==> src/rtl/pbs_turn_sched.sv <==
// Battle turn scheduler: one player+AI round per go edge, owns both HP registers
// and time-shares the move-table lookup port between the two trainers.
module pbs_turn_sched #(
  parameter int          HP_W      = 4,
  parameter int          MAX_HP    = 15,
  parameter logic [7:0]  LFSR_SEED = 8'hA5
) (
  input  logic            clk,
  input  logic            reset_n,
  input  logic            go,
  input  logic [1:0]      p_move,
  input  logic [HP_W-1:0] move_dmg,
  input  logic [HP_W-1:0] move_acc,
  output logic [1:0]      move_sel,
  output logic            active_trainer,
  output logic [HP_W-1:0] p_hp,
  output logic [HP_W-1:0] ai_hp,
  output logic [HP_W-1:0] last_dmg,
  output logic            hit,
  output logic            busy,
  output logic            victory,
  output logic            loss,
  output logic [3:0]      state
);

  typedef enum logic [3:0] {
    S_IDLE      = 4'd0,
    S_P_WAIT    = 4'd1,
    S_P_LOOKUP  = 4'd2,
    S_P_APPLY   = 4'd3,
    S_P_CHECK   = 4'd4,
    S_AI_LOOKUP = 4'd5,
    S_AI_APPLY  = 4'd6,
    S_AI_CHECK  = 4'd7,
    S_WIN       = 4'd8,
    S_LOSE      = 4'd9
  } state_t;

  localparam logic [HP_W-1:0] HP_INIT = HP_W'(MAX_HP);
  localparam logic [HP_W-1:0] ACC_ALL = {HP_W{1'b1}};

  state_t          state_q, state_nxt;
  logic [7:0]      lfsr;
  logic            lfsr_fb;
  logic            go_q, go_edge;
  logic [HP_W-1:0] roll;
  logic            roll_hit;
  logic [1:0]      move_sel_nxt;
  logic            at_nxt;
  logic [HP_W-1:0] p_hp_nxt, ai_hp_nxt, last_dmg_nxt;
  logic            hit_nxt;

  function automatic logic [HP_W-1:0] sat_sub(input logic [HP_W-1:0] hp,
                                               input logic [HP_W-1:0] dmg);
    return (hp > dmg) ? hp - dmg : '0;
  endfunction

  // go is a plain level; a round starts on its rising edge, and only the
  // waiting/finished states consume it -- edges seen elsewhere are discarded.
  assign go_edge  = go & ~go_q;
  assign lfsr_fb  = lfsr[7] ^ lfsr[5] ^ lfsr[4] ^ lfsr[3];
  assign roll     = HP_W'(lfsr[3:0]);
  assign roll_hit = (move_acc == ACC_ALL) | (roll < move_acc);

  assign state   = state_q;
  assign busy    = !(state_q inside {S_P_WAIT, S_WIN, S_LOSE});
  assign victory = (state_q == S_WIN);
  assign loss    = (state_q == S_LOSE);

  always_comb begin
    state_nxt    = state_q;
    move_sel_nxt = move_sel;
    at_nxt       = active_trainer;
    p_hp_nxt     = p_hp;
    ai_hp_nxt    = ai_hp;
    last_dmg_nxt = last_dmg;
    hit_nxt      = hit;
    case (state_q)
      S_IDLE: begin
        p_hp_nxt  = HP_INIT;
        ai_hp_nxt = HP_INIT;
        state_nxt = S_P_WAIT;
      end
      S_P_WAIT: begin
        if (go_edge) begin
          move_sel_nxt = p_move;
          state_nxt    = S_P_LOOKUP;
        end
      end
      S_P_LOOKUP: begin
        at_nxt    = 1'b0;
        state_nxt = S_P_APPLY;
      end
      // last_dmg reports the move's damage on a hit, even if HP saturates.
      S_P_APPLY: begin
        hit_nxt      = roll_hit;
        last_dmg_nxt = roll_hit ? move_dmg : '0;
        if (roll_hit) ai_hp_nxt = sat_sub(ai_hp, move_dmg);
        state_nxt    = S_P_CHECK;
      end
      S_P_CHECK: begin
        if (ai_hp == '0) begin
          state_nxt = S_WIN;
        end else begin
          move_sel_nxt = lfsr[7:6];
          state_nxt    = S_AI_LOOKUP;
        end
      end
      S_AI_LOOKUP: begin
        at_nxt    = 1'b1;
        state_nxt = S_AI_APPLY;
      end
      S_AI_APPLY: begin
        hit_nxt      = roll_hit;
        last_dmg_nxt = roll_hit ? move_dmg : '0;
        if (roll_hit) p_hp_nxt = sat_sub(p_hp, move_dmg);
        state_nxt    = S_AI_CHECK;
      end
      S_AI_CHECK: begin
        if (p_hp == '0) begin
          state_nxt = S_LOSE;
        end else begin
          at_nxt    = 1'b0;
          state_nxt = S_P_WAIT;
        end
      end
      S_WIN, S_LOSE: begin
        if (go_edge) state_nxt = S_IDLE;
      end
      default: state_nxt = S_IDLE;
    endcase
  end

  always_ff @(posedge clk or negedge reset_n) begin
    if (!reset_n) begin
      state_q        <= S_IDLE;
      p_hp           <= HP_INIT;
      ai_hp          <= HP_INIT;
      lfsr           <= LFSR_SEED;
      move_sel       <= 2'd0;
      active_trainer <= 1'b0;
      last_dmg       <= '0;
      hit            <= 1'b0;
      go_q           <= 1'b0;
    end else begin
      state_q        <= state_nxt;
      p_hp           <= p_hp_nxt;
      ai_hp          <= ai_hp_nxt;
      lfsr           <= {lfsr[6:0], lfsr_fb};
      move_sel       <= move_sel_nxt;
      active_trainer <= at_nxt;
      last_dmg       <= last_dmg_nxt;
      hit            <= hit_nxt;
      go_q           <= go;
    end
  end

endmodule

==> config.mk <==
export PLATFORM = sky130hd
export DESIGN_NAME = pbs_turn_sched
export DESIGN_NICKNAME = d
export VERILOG_FILES = /design/src/rtl/pbs_turn_sched.sv
export SDC_FILE = /design/constraint.sdc
export NUM_CORES = 1
export LEC_CHECK = 0
export ABC_AREA = 1
export BUFFER_PORTS_ARGS = -buffer_cell sky130_fd_sc_hd__buf_2
export CORE_ASPECT_RATIO = 0.7
export CORE_MARGIN = 1.5
export CORE_UTILIZATION = 49
export DETAILED_ROUTE_END_ITERATION = 10
export PLACE_DENSITY = 0.8
export SYNTH_ARGS = -nofsm -noshare
export SYNTH_HDL_FRONTEND = slang
export SYNTH_SLANG_ARGS = --single-unit
==> constraint.sdc <==
create_clock -name clk -period 1.65 [get_ports clk]
set_input_delay 0.165 -clock clk [delete_from_list [all_inputs] [get_ports clk]]
set_output_delay 0.165 -clock clk [all_outputs]
set_load 0.01 [all_outputs]
==> flow_summary.ini <==
[grt]
grt_pass1_vias = 1375
overflow = 0
antenna_found_initial = 0
track_usage_pct = 23.7
grt_max_degree = 30
grt_pass1_wl_um = 6560

[clock_tree]
clock_path_buffers = 2
path_clk_slew_ns = 0.07
cts-root-buf = clkbuf_8
cts_max_level = 2
clock_latency_ns = 0.29
cts_buffers = 5
cts_tree = built
cts_sinks = 29
cts_setup_buffers = 0

[pwr]
total_power_w = 0.00426
power.density_nw_per_um2 = 2000
p_leak_nw = 1.10
ir_drop_mv = 1.02

[worst_setup_path]
r2r-end = p_hp[3]$_DFFE_PN1P_
endpoint_kind = register
startpoint_type = register
reg2reg_depth = 8
worstPathArrival_ns = 1.87
required_ns = 1.88
critPathMaxFanout = 4
crit_type = reg -> reg
ff2ff_setup_slack_ns = 0.01
r2r-start = p_hp[0]$_DFFE_PN1P_

[placed_design]
place.detailed.hpwl_um = 2880
dpl-instance-area_um2 = 1950
place_ws_ns = -0.0721
numPortBuffers = 35
place_congestion = 0.934

[drt]
drt_first_iter_violations = 107
route.detailed.drc = 0
firstDrtPassIters = 4
ant_nets = 0
viasPerCell = 5.07
vias = 1506
postRouteWirelength_um = 3960
wl_per_cell_um = 13.3

[timing]
finalHoldViolCount = 0
min_period_ns = 1.64
setup_violations = 0
period_share_pct = 99.1
fin_hold_ws_ns = 0.132
finClkSkew_ns = 0.00501
max_freq_mhz = 611
maxSlewHeadroom_pct = 56.9
setup_tns_ns = 0
maxSlewViolCount = 0
worst_pin_slew_ns = 0.646
rsz0062_at_grt = yes
fin_ws_ns = 0.0145

[synth]
synth-edff-count = 0
netlist_area_um2 = 1690
ys_seq_elements = 29
ys_top_cells_by_count = nand2_1, inv_1, dfrtp_1, nand3_1, dfstp_2
yosysMostFrequentCell = nand2_1
netlist_instances = 202
synth_top_area_share_pct = 25.2
synth_top_cell_by_area = dfrtp_1
synth_nets = 228
synth_cell_type_count = 27
synth_async_sr_flop_share_pct = 100
synth-seq-area-share_pct = 43.9
synth.area.top_cells = dfrtp_1, dfstp_2, nand2_1
avgSynthCellArea_um2 = 8.36
synth_warnings = 0
synth_ff_type = dfrtp_1

[run]
maxCapViolCount = 0

[floorplan]
ios = 36
die_width_um = 73.2
fp.coreArea_um2 = 3210
die_y_um = 52.1
start_util_pct = 52.6
dieArea_um2 = 3810
rows = 17

[layout]
diodes = 0
stdcell_area_um2 = 2130
nets = 275
area_growth_pct = 26.1
drive_above_1_share_pct = 36.0

[min_path]
min_to = move_sel[1]$_DFFE_PN0P_
min_path_cells = 3
hold_path.class = in -> reg
hold_path_startpoint = p_move[1]

[run_status]
status = finished, final reports clean
-- how the worst max path moves through the flow --
stage | endpoint | slack (ns) | start | depth (start not counted)
final | p_hp[3]$_DFFE_PN1P_ | 0.01 | p_hp[0]$_DFFE_PN1P_ | 8
after global routing | p_hp[3]$_DFFE_PN1P_ | -0.06 | p_hp[0]$_DFFE_PN1P_ | 8
after CTS | p_hp[2]$_DFFE_PN1P_ | -0.01 | p_hp[0]$_DFFE_PN1P_ | 8
after detailed placement | p_hp[3]$_DFFE_PN1P_ | -0.07 | p_hp[0]$_DFFE_PN1P_ | 8
after global placement | p_hp[3]$_DFFE_PN1P_ | -0.01 | p_hp[0]$_DFFE_PN1P_ | 8
after floorplan | ai_hp[3]$_DFFE_PN1P_ | 0.005 | ai_hp[0]$_DFFE_PN1P_ | 8
-- metrics by stage --
| step | utilization (%) | cells |
|---|---|---|
| floorplan | - | 202 |
| global placement | 60.6 | 287 |
| detailed placement | 60.6 | 287 |
| CTS | 65.5 | 297 |
| global route | 66.3 | 297 |
| finish | 66.3 | 297 |
-- worst max-delay path, cell delays in order (launching register included) --
cell	delay, ns
dfstp_2	0.55
inv_2	0.05
ha_4	0.15
fa_2	0.36
nor2_2	0.11
o22ai_2	0.10
o21ai_1	0.13
nand2_1	0.08
nand2_1	0.06
-- cells by family (layout without fill, tap and decap cells) --
group | after synthesis | in the layout | share of synthesized area, %
compound gates | 22 | 22 | 7.04
xor+xnor | 5 | 5 | 2.59
fa+ha+maj | 13 | 13 | 10.5
buf+inv | 27 | 75 | 6.44
flops | 29 | 29 | 43.9
simple gates | 106 | 106 | 29.6
-- per-layer routing --
metal	vias up	track usage (%)	wire, µm
met4	0	6.60	48
met2	43	36.5	1770
met5	-	0	0
li1	753	-	-
met3	4	7.56	182
met1	706	32.1	1960
-- layout make-up --
| type | instances | area, µm² |
|---|---|---|
| flip-flops and latches | 29 | 741 |
| inverters | 26 | 97.6 |
| fillers | 288 | 1080 |
| clock inverters | 3 | 46.3 |
| repair buffers | 41 | 225 |
| well taps | 47 | 58.8 |
| clock buffers | 5 | 68.8 |
| multi-input cells | 146 | 893 |
-- cells in the final DEF, fill, tap and decap left out, drive strengths merged --
cell | netlist | routed
xor2 | 3 | 3
dfrtp | 17 | 17
inv | 26 | 26
nand3b | 4 | 4
nand3 | 19 | 19
xnor2 | 2 | 2
nor2 | 12 | 12
clkinv | 0 | 1
nand2 | 66 | 66
o21ai | 11 | 11
o21bai | 1 | 1
a31oi | 2 | 2
ha | 11 | 11
fa | 2 | 2
nor3 | 2 | 2
bufinv | 0 | 1
o22ai | 3 | 3
dlygate4sd3 | 0 | 2
nand4 | 2 | 2
a21oi | 5 | 5
nor4 | 1 | 1
clkinvlp | 0 | 1
buf | 1 | 39
dfstp | 12 | 12
clkbuf | 0 | 5
-- state kept, by name, summed over array words and instances, names as in the netlist --
signal          cells
lfsr                8
p_hp                4
move_sel            2
hit                 1
state               4
last_dmg            4
go_q                1
active_trainer      1
ai_hp               4
-- timing repair --
| action | in CTS | in global routing |
|---|---|---|
| gates resized for setup | 11 | 9 |
| hold buffers | 2 | 0 |
| endpoints found under the setup margin | 8 | 9 |
| endpoints found under the hold margin | 18 | 0 |
| pin swaps | 5 | 10 |
-- power by group --
group / internal [W] / switching (W)
Clock: 0.000452 / 0.000308
Combinational: 0.000876 / 0.00135
Sequential: 0.00104 / 0.000240
No activity file was read; power rests on OpenSTA's default activity.
